**config.mk**
```make
export PLATFORM = sky130hd
export DESIGN_NAME = cast5_gb_seq
export DESIGN_NICKNAME = d
export VERILOG_FILES = /design/src/rtl/cast5_pkg.sv /design/src/rtl/cast5_gb_lane.sv /design/src/rtl/cast5_gb_seq.sv
export SDC_FILE = /design/constraint.sdc
export NUM_CORES = 1
export LEC_CHECK = 0
export CORE_MARGIN = 2
export CORE_UTILIZATION = 46
export DETAILED_ROUTE_END_ITERATION = 10
export GPL_ROUTABILITY_DRIVEN = 0
export HOLD_SLACK_MARGIN = 0.15
export PLACE_DENSITY_LB_ADDON = 0.12
export SLEW_MARGIN = 20
export SYNTH_ARGS = -nofsm -noshare
export SYNTH_HDL_FRONTEND = slang
export SYNTH_SLANG_ARGS = --single-unit
export TNS_END_PERCENT = 10
```
**constraint.sdc**
```tcl
create_clock -name i_clk -period 5.5 [get_ports i_clk]
set_input_delay 1.65 -clock i_clk [delete_from_list [all_inputs] [get_ports i_clk]]
set_output_delay 1.65 -clock i_clk [all_outputs]
set_load 0.02 [all_outputs]
```
**src/rtl/cast5_pkg.sv**
```systemverilog
// Shared types and helpers for the CAST5 byte-select sequencer.
package cast5_pkg;

  typedef enum logic {
    IDLE = 1'b0,
    RUN  = 1'b1
  } state_t;

  function automatic int clog2(input int v);
    int r;
    r = 0;
    while ((1 << r) < v) r = r + 1;
    return r;
  endfunction

endpackage

```
**src/rtl/cast5_gb_lane.sv**
```systemverilog
// Combinational GB(x,i) selector: index 0 is the most significant byte of x.
module cast5_gb_lane #(
  parameter int DW = 128,
  parameter int IW = 4
) (
  input  logic [DW-1:0] x,
  input  logic [IW-1:0] i,
  output logic [7:0]    gb
);

  localparam int NB = DW / 8;

  always_comb begin
    gb = 8'h00;
    for (int b = 0; b < NB; b++) begin
      if (i == IW'(NB - 1 - b)) gb = x[8*b +: 8];
    end
  end

endmodule

```
**src/rtl/cast5_gb_seq.sv**
```systemverilog
// Captures a word and streams selected bytes LANES at a time with wrap-around.
// Optional descending order via CAST5_GB_SEQ_REV_EN (adds input i_rev).
module cast5_gb_seq
  import cast5_pkg::*;
#(
  parameter  int DW    = 128,
  parameter  int LANES = 1,
  localparam int NB    = DW / 8,
  localparam int IW    = clog2(DW / 8)
) (
  input  logic                 i_clk,
  input  logic                 i_rst,
  input  logic                 i_vld,
  output logic                 o_rdy,
  input  logic [DW-1:0]        i_din,
  input  logic [IW-1:0]        i_start,
  input  logic [IW:0]          i_cnt,
`ifdef CAST5_GB_SEQ_REV_EN
  input  logic                 i_rev,
`endif
  output logic                 o_vld,
  input  logic                 i_rdy,
  output logic [8*LANES-1:0]   o_dout,
  output logic [LANES-1:0]     o_keep,
  output logic                 o_last,
  output logic                 o_busy
);

  state_t          state, state_nx;
  logic [DW-1:0]   word, word_nx;
  logic [IW-1:0]   idx, idx_nx;
  logic [IW:0]     rem, rem_nx;
  logic [IW:0]     cnt_clip;
  logic [IW:0]     step;
  logic            run;
  logic            capture;
  logic            beat_done;
  logic            rev;

`ifdef CAST5_GB_SEQ_REV_EN
  logic rev_nx;
`else
  assign rev = 1'b0;
`endif

  assign run       = (state == RUN);
  assign cnt_clip  = (i_cnt > (IW+1)'(NB)) ? (IW+1)'(NB) : i_cnt;
  assign step      = (rem > (IW+1)'(LANES)) ? (IW+1)'(LANES) : rem;
  assign capture   = i_vld && o_rdy;
  assign beat_done = o_vld && i_rdy;

  always_comb begin
    o_vld  = run;
    o_busy = run;
    o_last = run && (rem <= (IW+1)'(LANES));
    o_rdy  = !run || (o_last && i_rdy);
  end

  // A capture always wins over the last-beat handshake so back-to-back words need no bubble.
  always_comb begin
    state_nx = state;
    word_nx  = word;
    idx_nx   = idx;
    rem_nx   = rem;
`ifdef CAST5_GB_SEQ_REV_EN
    rev_nx   = rev;
`endif
    if (capture) begin
      word_nx  = i_din;
      idx_nx   = i_start;
      rem_nx   = cnt_clip;
`ifdef CAST5_GB_SEQ_REV_EN
      rev_nx   = i_rev;
`endif
      state_nx = (cnt_clip == '0) ? IDLE : RUN;
    end else if (beat_done) begin
      idx_nx = rev ? (idx - IW'(LANES)) : (idx + IW'(LANES));
      rem_nx = rem - step;
      if (o_last) state_nx = IDLE;
    end
  end

  always_ff @(posedge i_clk or posedge i_rst) begin
    if (i_rst) begin
      state <= IDLE;
      word  <= '0;
      idx   <= '0;
      rem   <= '0;
`ifdef CAST5_GB_SEQ_REV_EN
      rev   <= 1'b0;
`endif
    end else begin
      state <= state_nx;
      word  <= word_nx;
      idx   <= idx_nx;
      rem   <= rem_nx;
`ifdef CAST5_GB_SEQ_REV_EN
      rev   <= rev_nx;
`endif
    end
  end

  // NB is a power of two, so IW-bit arithmetic gives the mod-NB wrap for free.
  for (genvar k = 0; k < LANES; k++) begin : g_lane
    logic [IW-1:0] sel;
    logic [7:0]    gb;

    assign sel = rev ? (idx - IW'(k)) : (idx + IW'(k));

    cast5_gb_lane #(
      .DW(DW),
      .IW(IW)
    ) u_lane (
      .x (word),
      .i (sel),
      .gb(gb)
    );

    assign o_keep[k]       = run && ((IW+1)'(k) < rem);
    assign o_dout[8*k +: 8] = o_keep[k] ? gb : 8'h00;
  end

endmodule

```
==> results of run 1 <==
## cells in the mapped netlist, types with 3 or more instances
cell and instances:
and3_1 12, a21o_1 6, dfrtp_1 138, o211ai_1 5, ha_1 5, a31oi_1 5, a221oi_1 6, nand4b_1 6
clkbuf_1 21, o21ai_0 44, inv_1 25, mux2i_1 8, o22ai_1 26, nand3_1 8, nand4bb_1 6, nand2b_1 7
buf_6 12, a221o_1 7, nor3_1 5, buf_2 23, a21oi_1 40, buf_4 3, nor2_1 16, nor2b_1 25
nand2_1 396, a211oi_1 5, and2_1 4
## registers in the layout (all words and copies together), names as in the netlist
signal / cells
rem: 5
word: 128
idx: 4
o_busy: 1
## through the flow
step	worst slack, ns	hold WS [ns]	utilization (%)	power [mW]
6_report	0.276	0.478	61.1	5.32
5_1_grt	0.0964	0.502	61.1	5.67
4_1_cts	0.227	0.481	61.1	5.29
3_5_place_dp	0.661	0.459	57.4	4.18
2_1_floorplan	0.154	0.438	-	3.32
3_3_place_gp	0.762	0.461	57.4	4.14
## area by class of cell
cell class                 count  share of cell area (%)
clock inverter                13                    1.39
timing repair buffer         166                    17.8
multi-input combinational    670                    35.3
tap                          188                    2.53
inverter                      26                    1.08
sequential                   138                    37.2
clock buffer                  19                    4.66
## power breakdown
group          switching [mW]  internal, mW
clock network           0.435         0.661
logic                    1.36         0.990
registers               0.388          1.48
total                    2.18          3.14
## layer usage
metal | GRT usage (%) | wire length, um | vias up
met5 | 0 | 0 | -
met4 | 9.08 | 450 | 0
met3 | 7.07 | 1460 | 34
met2 | 40.1 | 9470 | 257
met1 | 36.1 | 9410 | 3161
li1 | - | - | 3203
## how the worst max path moves through the flow
stage | start | end | slack [ns] | cells past startpoint
2_1_floorplan | i_rst | idx[0] | 0.15 | 1
3_3_place_gp | idx[0] | o_dout[6] | 0.76 | 9
3_5_place_dp | idx[0] | o_dout[6] | 0.66 | 9
4_1_cts | idx[0] | o_dout[6] | 0.23 | 9
5_1_grt | idx[2] | o_dout[6] | 0.1 | 6
6_report | idx[2] | o_dout[6] | 0.28 | 6
## kinds of logic (layout without fill, tap and decap cells)
kind of cell | count (synthesis) | count (layout)
fa+ha+maj | 5 | 5
flops | 138 | 138
mux | 8 | 8
simple gates | 495 | 495
buf+inv | 87 | 224
compound gates | 162 | 162
## worst max-delay path, delay by kind of cell, from the launching register on
family	cells	cell delay, ns
DFF	1	1.02
AOI/OAI and AO/OA	3	0.86
and+or+nand+nor	2	0.63
buffers and inverters	1	0.63
==> results_dict.tcl, run 1 <==
set metrics [dict create \
    synth_fa_ha_area_share_pct 0.871 \
    synth-simple-area-share_pct 29.3 \
    crit_path_start_kind "flop" \
    rsz0062_at_grt "false" \
    layout_common_cells "396 x nand2_1, 153 x clkdlybuf4s50_1, 138 x dfrtp_1" \
    io_pins 154 \
    drt_iter0_drc 585 \
    die_area_mm2 0.0166 \
    place_inst 1188 \
    synthFlopType "dfrtp_1" \
    cp.required_ns 3.85 \
    async_flop_share_pct 100 \
    synth.top_cells.by_area "dfrtp_1 48%, nand2_1 21%, o21ai_0 3.1%" \
    layout.cells.non_filler 1220 \
    numCtsBuffers 17 \
    grt_pass1_vias 6356 \
    synth_cells 895 \
    slew_headroom_pct 31.4 \
    run_status "completed" \
    final_nets 1165 \
    antenna_found_initial 0 \
    synth_top_area_cell "dfrtp_1" \
    die_w_um 129 \
    hold_viol 0 \
    ant_nets 0 \
    cpMaxStageDelayCell "dfrtp_1" \
    synth_seq_area_share_pct 48.1 \
    grt_use_total_pct 26.2 \
    worstSetupPathType "flop to output pin" \
    cts_resized 0 \
    diodes 0 \
    fmax_ghz 0.191 \
    cts_htree_levels 4 \
    clockRootBuffer "clkbuf_16" \
    worst_hold_path.num_cells 2 \
    muxShareOfSynthArea_pct 1.12 \
    crit_arrival_ns 3.57 \
    worst_pin_slew_ns 1.03 \
    min_period_ns 5.22 \
    syn2layout_area_growth_pct 29.3 \
    dp_hpwl_um 15000 \
    grt_overflow 0 \
    grt_pass1_wl_um 33200 \
    min_to "word[12]" \
    ir_drop_mv 0.438 \
    hold_path.class "flop to flop" \
    path_max_fanout 26 \
    yosys_register_bits 138 \
    synth_edf_count 0 \
    num_rows 45 \
    core_mm2 0.0152 \
    dpl_cell_area_mm2 0.00872 \
    finalSetupViolCount 0 \
    cts_setup_buffers 0 \
    remaining_drc_errors 0 \
    cp-end-kind "output pin" \
    wl_um 20800 \
    drv_slew 0 \
    rrSetupSlack_ns 2.90 \
    ys_warn_count 0 \
    synth_area_mm2 0.00718 \
    drv_cap 0 \
    multiInputGateArea_mm2 0.00328 \
    synth_nets 1041 \
    dr.pass1.iters 5 \
    syn_avg_cell_area_um2 8.02 \
    final_common_cell "nand2_1" \
    vias 6655 \
    cts_buffer_depth 2 \
    initial_core_util_pct 47.2 \
    hold_buffers 0 \
    register_area_mm2 0.00345 \
    fin_area_mm2 0.00928 \
    ff2ff_path_depth 6 \
    fin_tns_setup_ns 0 \
    die_y_um 129 \
    synth_compound_area_share_pct 14.2 \
    vias_per_cell 5.45 \
    leakage_nw 4.45 \
    r2r_start "rem[1]" \
    fillCellCount 1378 \
    yosys.cell_types.count 53 \
    fin_crit_sh_pct 95.0 \
    power_density_mw_per_mm2 573 \
    cts_tree "done" \
    worstPathCellList "nand2b_1, nor2_1, a221oi_1, a2111oi_0, a311o_1, clkdlybuf4s50_1" \
    yosysTopAreaCellShare_pct 48.1 \
    critPathMaxStageDelay_ns 1.02 \
    r2r-end "word[118]" \
    cts_sinks 138 \
    clk_pin_slew_ns 0.06 \
    min-delay-start "word[12]" \
    synthXorXnorAreaFrac_pct 0 \
    synth_top_family_by_area "simple AND/OR/NAND/NOR gates" \
    port_buffers 153 \
    wire_per_inst_um 17.0 \
    fin_skew_ns 0.00649 \
    grt_start_max_net_pins 83 \
    insertion_delay_ns 0.43 \
    layout-drive-gt1-share_pct 4.94 \
]
No activity file was read; power rests on OpenSTA's default activity.
==> run 2: changes to the inputs <==
Settings changed: CAP_MARGIN set to 30.
==> results_dict.tcl, run 2 (same netlist as run 1, synthesis figures left out) <==
set metrics [dict create \
    drv_slew 0 \
    r2r-end "word[118]" \
    wl_um 20700 \
    die_w_um 129 \
    hold_path.class "flop to flop" \
    final_nets 1166 \
    ant_nets 0 \
    grt_overflow 0 \
    die_area_mm2 0.0166 \
    fin_tns_setup_ns 0 \
    worstSetupPathType "flop to output pin" \
    dr.pass1.iters 5 \
    fin_skew_ns 0.00622 \
    worstPathCellList "inv_1, ha_1, buf_4, buf_4, nor2b_1, a32oi_1, o21ai_1, a21oi_1, a311o_1, clkdlybuf4s50_1" \
    min-delay-start "word[12]" \
    port_buffers 153 \
    dp_hpwl_um 15000 \
    finalSetupViolCount 0 \
    ir_drop_mv 0.438 \
    ff2ff_path_depth 6 \
    layout_common_cells "396 x nand2_1, 153 x clkdlybuf4s50_1, 138 x dfrtp_1" \
    diodes 0 \
    cts_htree_levels 4 \
    die_y_um 129 \
    pre_cts_ws_ns 0.661 \
    drv_cap 0 \
    core_mm2 0.0152 \
    use_met2_pct 40.1 \
    remaining_drc_errors 0 \
    leakage_nw 4.45 \
    grt_start_max_net_pins 83 \
    num_rows 45 \
    crit_arrival_ns 3.47 \
    fmax_ghz 0.195 \
    reg_top3 "word x128, rem x5, idx x4" \
    worst_pin_slew_ns 0.721 \
    grt_pass1_wl_um 33200 \
    fin_crit_sh_pct 93.1 \
    path_max_fanout 18 \
    min_period_ns 5.12 \
    cpMaxStageDelayCell "clkdlybuf4s50_1" \
    layout_setup_ws_ns 0.379 \
    slew_headroom_pct 51.9 \
    rsz0062_at_grt "false" \
    cp-end-kind "output pin" \
    top_register "word" \
    crit_path_start_kind "flop" \
    clk_pin_slew_ns 0.05 \
    cts_buffer_depth 2 \
    cp.required_ns 3.85 \
    fillCellCount 1378 \
    cts_tree "done" \
    syn2layout_area_growth_pct 29.5 \
    run_status "completed" \
    min_to "word[12]" \
    antenna_found_initial 0 \
    layout-drive-gt1-share_pct 5.03 \
    r2r_start "rem[1]" \
    crit_top_cell "buf_4" \
    grt.met1_usage_pct 36.1 \
    hold_viol 0 \
    largest_reg_flops 128 \
    power_density_mw_per_mm2 572 \
    final_common_cell "nand2_1" \
    grt_use_total_pct 26.2 \
    vias 6626 \
    use_met3_pct 7.07 \
    busiest_layer "met2" \
    cts_sinks 138 \
    io_pins 154 \
    numCtsBuffers 17 \
    clockRootBuffer "clkbuf_16" \
    cts_setup_buffers 0 \
    wire_per_inst_um 17.0 \
    grt_pass1_vias 6356 \
    drt_iter0_drc 568 \
    critPathMaxStageDelay_ns 0.56 \
    initial_core_util_pct 47.2 \
    worst_hold_path.num_cells 2 \
    rrSetupSlack_ns 2.90 \
    insertion_delay_ns 0.43 \
    vias_per_cell 5.43 \
    cp-startpoint "idx[0]" \
]
==> run 2: cell count changes in the layout (fill, tap and decap cells not counted), sizes merged <==
cell  change
buf       +1
==> run 2: worst max-delay path, delay by kind of cell (launching register included) <==
family	cells	cell delay, ns
AND/OR/NAND/NOR	1	0.38
buffers and inverters	4	1.20
AO/OA/AOI/OAI	4	0.75
adder cells (fa/ha/maj)	1	0.32
flip-flops	1	0.40
==> run 2: worst max path at each step <==
| stage | endpoint | slack (ns) |
|---|---|---|
| floorplan | idx[0] | 0.15 |
| global placement | o_dout[6] | 0.76 |
| detailed placement | o_dout[6] | 0.66 |
| CTS | o_dout[6] | 0.23 |
| global route | o_dout[6] | 0.19 |
| finish | o_dout[6] | 0.38 |
==> run 2: final cells by class <==
class / count / area, um^2 / area share [%]
clock buffers: 19 / 433 / 4.66
clock inverters: 13 / 129 / 1.39
flip-flops and latches: 138 / 3450 / 37.1
multi-input cells: 670 / 3280 / 35.3
repair buffers: 167 / 1670 / 17.9
well taps: 188 / 235 / 2.53
inverters: 26 / 100 / 1.08
==> run 2: layer usage <==
layer / part of all wire [%] / vias to the layer above
li1: - / 3204
met1: 45 / 3146
met2: 45 / 237
met3: 6.8 / 39
met4: 2.3 / 0
met5: 0 / -
==> run 2: through the flow <==
| step | area [um^2] | utilization [%] | hold WS, ns | std cells | total power [mW] |
|---|---|---|---|---|---|
| 4_1_cts | 9280 | 61.1 | 0.481 | 1220 | 5.29 |
| 5_1_grt | 9300 | 61.2 | 0.502 | 1221 | 5.68 |
| 3_5_place_dp | 8720 | 57.4 | 0.459 | 1188 | 4.18 |
| 3_3_place_gp | 8720 | 57.4 | 0.461 | 1188 | 4.14 |
| 2_1_floorplan | 7180 | - | 0.438 | 895 | 3.32 |
| 6_report | 9300 | 61.2 | 0.478 | 1221 | 5.32 |
==> run 2: repair_timing <==
action / CTS / global route
setup endpoints to repair: 0 / 1
hold buffers: 0 / 0
gates resized for setup: 0 / 1
==> run 2: power breakdown <==
| group | switching (mW) | leakage (nW) | total, mW | internal, mW |
|---|---|---|---|---|
| Sequential | 0.367 | 1.71 | 1.85 | 1.49 |
| Clock | 0.434 | 0.280 | 1.10 | 0.661 |
| Combinational | 1.37 | 2.46 | 2.37 | 0.999 |
==> run 3: changes to the inputs <==
Settings changed: CORE_MARGIN 2 to 4, SKIP_LAST_GASP set to 1.
==> results_dict.tcl, run 3 (same netlist as run 1, synthesis figures left out) <==
set metrics [dict create \
    layout-drive-gt1-share_pct 4.95 \
    initial_core_util_pct 47.1 \
    hold_path.class "flop to flop" \
    ir_drop_mv 0.453 \
    grt_pass1_wl_um 33600 \
    final_nets 1165 \
    top_register "word" \
    p_int_mw 3.11 \
    leakage_nw 4.43 \
    busiest_layer "met1" \
    use_met2_pct 34.6 \
    grt_pass1_vias 6383 \
    largest_reg_flops 128 \
    ant_nets 0 \
    die_area_mm2 0.0177 \
    syn2layout_area_growth_pct 29.7 \
    wire_per_inst_um 16.7 \
    drv_cap 0 \
    grt.met1_usage_pct 34.8 \
    p_clk_share_pct 20.0 \
    cts_sinks 138 \
    hold_viol 0 \
    dr.pass1.iters 5 \
    layout_setup_ws_ns 0.388 \
    core_mm2 0.0153 \
    num_rows 45 \
    port_buffers 153 \
    slew_headroom_pct 42.8 \
    clk_pin_slew_ns 0.06 \
    cts_buffer_depth 2 \
    run_status "completed" \
    use_met3_pct 6.05 \
    grt_use_total_pct 24.1 \
    power_density_mw_per_mm2 569 \
    vias_per_cell 5.28 \
    final_common_cell "nand2_1" \
    finalSetupViolCount 0 \
    p_total_mw 5.30 \
    grt_overflow 0 \
    fin_tns_setup_ns 0 \
    cts_htree_levels 4 \
    grt_start_max_net_pins 89 \
    cp-end-kind "output pin" \
    crit_arrival_ns 3.46 \
    pwr-share-comb_pct 45.1 \
    diodes 0 \
    clockRootBuffer "clkbuf_16" \
    fillCellCount 1389 \
    rsz0062_at_grt "false" \
    antenna_found_initial 0 \
    die_w_um 133 \
    vias 6552 \
    reg_top3 "word x128, rem x5, idx x4" \
    remaining_drc_errors 0 \
    path_max_fanout 15 \
    fmax_ghz 0.196 \
    hold_buffers 0 \
    pre_cts_ws_ns 0.665 \
    drt_iter0_drc 725 \
    fin_crit_sh_pct 93.0 \
    numCtsBuffers 17 \
    worst_pin_slew_ns 0.859 \
    fin_skew_ns 0.00635 \
    worstSetupPathType "flop to output pin" \
    min_period_ns 5.11 \
    layout_common_cells "396 x nand2_1, 153 x clkdlybuf4s50_1, 138 x dfrtp_1" \
    io_pins 154 \
    insertion_delay_ns 0.43 \
    p_switching_mw 2.19 \
    die_y_um 133 \
    wl_um 20800 \
    seqPwrFrac_pct 34.9 \
    drv_slew 0 \
    p_sw_share_pct 41.4 \
    cp.required_ns 3.85 \
    crit_path_start_kind "flop" \
    cts_tree "done" \
    dp_hpwl_um 15000 \
]
[run 3: what timing repair did]
action	CTS	global route
setup endpoints to repair	0	1
buffers inserted	0	0
resized for setup	0	1
[run 3: critical path: stages (launching register included)]
cell             delay (ns)
dfrtp_1                0.39
ha_1                   0.53
nand4b_1               0.42
o22ai_1                0.26
o21ai_0                0.15
a2111oi_0              0.41
a311o_1                0.24
clkdlybuf4s50_1        0.63
[run 3: final timing paths]
kind                                start        end  slack (ns)  cells past startpoint
min in group asynchronous           i_rst     o_busy        1.73                      2
worst min register to register  word[120]  word[120]        0.47                      2
worst min-delay path            word[120]  word[120]        0.47                      2
worst max register to register     rem[1]     idx[3]        2.92                      6
max in group asynchronous           i_rst   word[21]        2.90                      3
worst max-delay path               idx[1]  o_dout[6]        0.39                      7
[run 3: through the flow]
step,utilization [%],instance area (um^2),hold slack [ns],instances
3_5_place_dp,57.2,8730,0.466,1209
6_report,61.0,9310,0.475,1242
5_1_grt,61.0,9310,0.497,1242
3_3_place_gp,57.2,8730,0.460,1209
2_1_floorplan,-,7180,0.438,895
4_1_cts,60.8,9280,0.480,1240
[run 3: area by class of cell]
type	instances	area [um^2]	share of cell area (%)
well taps	211	264	2.84
inverters	26	100	1.08
clock inverters	9	66.3	0.712
repair buffers	166	1660	17.8
clock buffers	22	484	5.20
flip-flops and latches	138	3450	37.1
multi-input cells	670	3280	35.2
[run 3: per-layer routing]
metal  up-vias  part of all wire, %  wire length, um
li1       3203                    -                -
met1      2999                   46             9640
met2       302                   43             8940
met3        48                  7.8             1630
met4         0                  2.8              583
met5         -                    0                0
[run 3: power by group through the flow]
stage	Clock, mW	Combinational (mW)	Sequential [mW]
2_1_floorplan	0	1.63	1.69
3_3_place_gp	0	2.31	1.86
3_5_place_dp	0	2.34	1.85
4_1_cts	1.08	2.36	1.84
5_1_grt	1.13	2.66	1.90
6_report	1.06	2.39	1.85
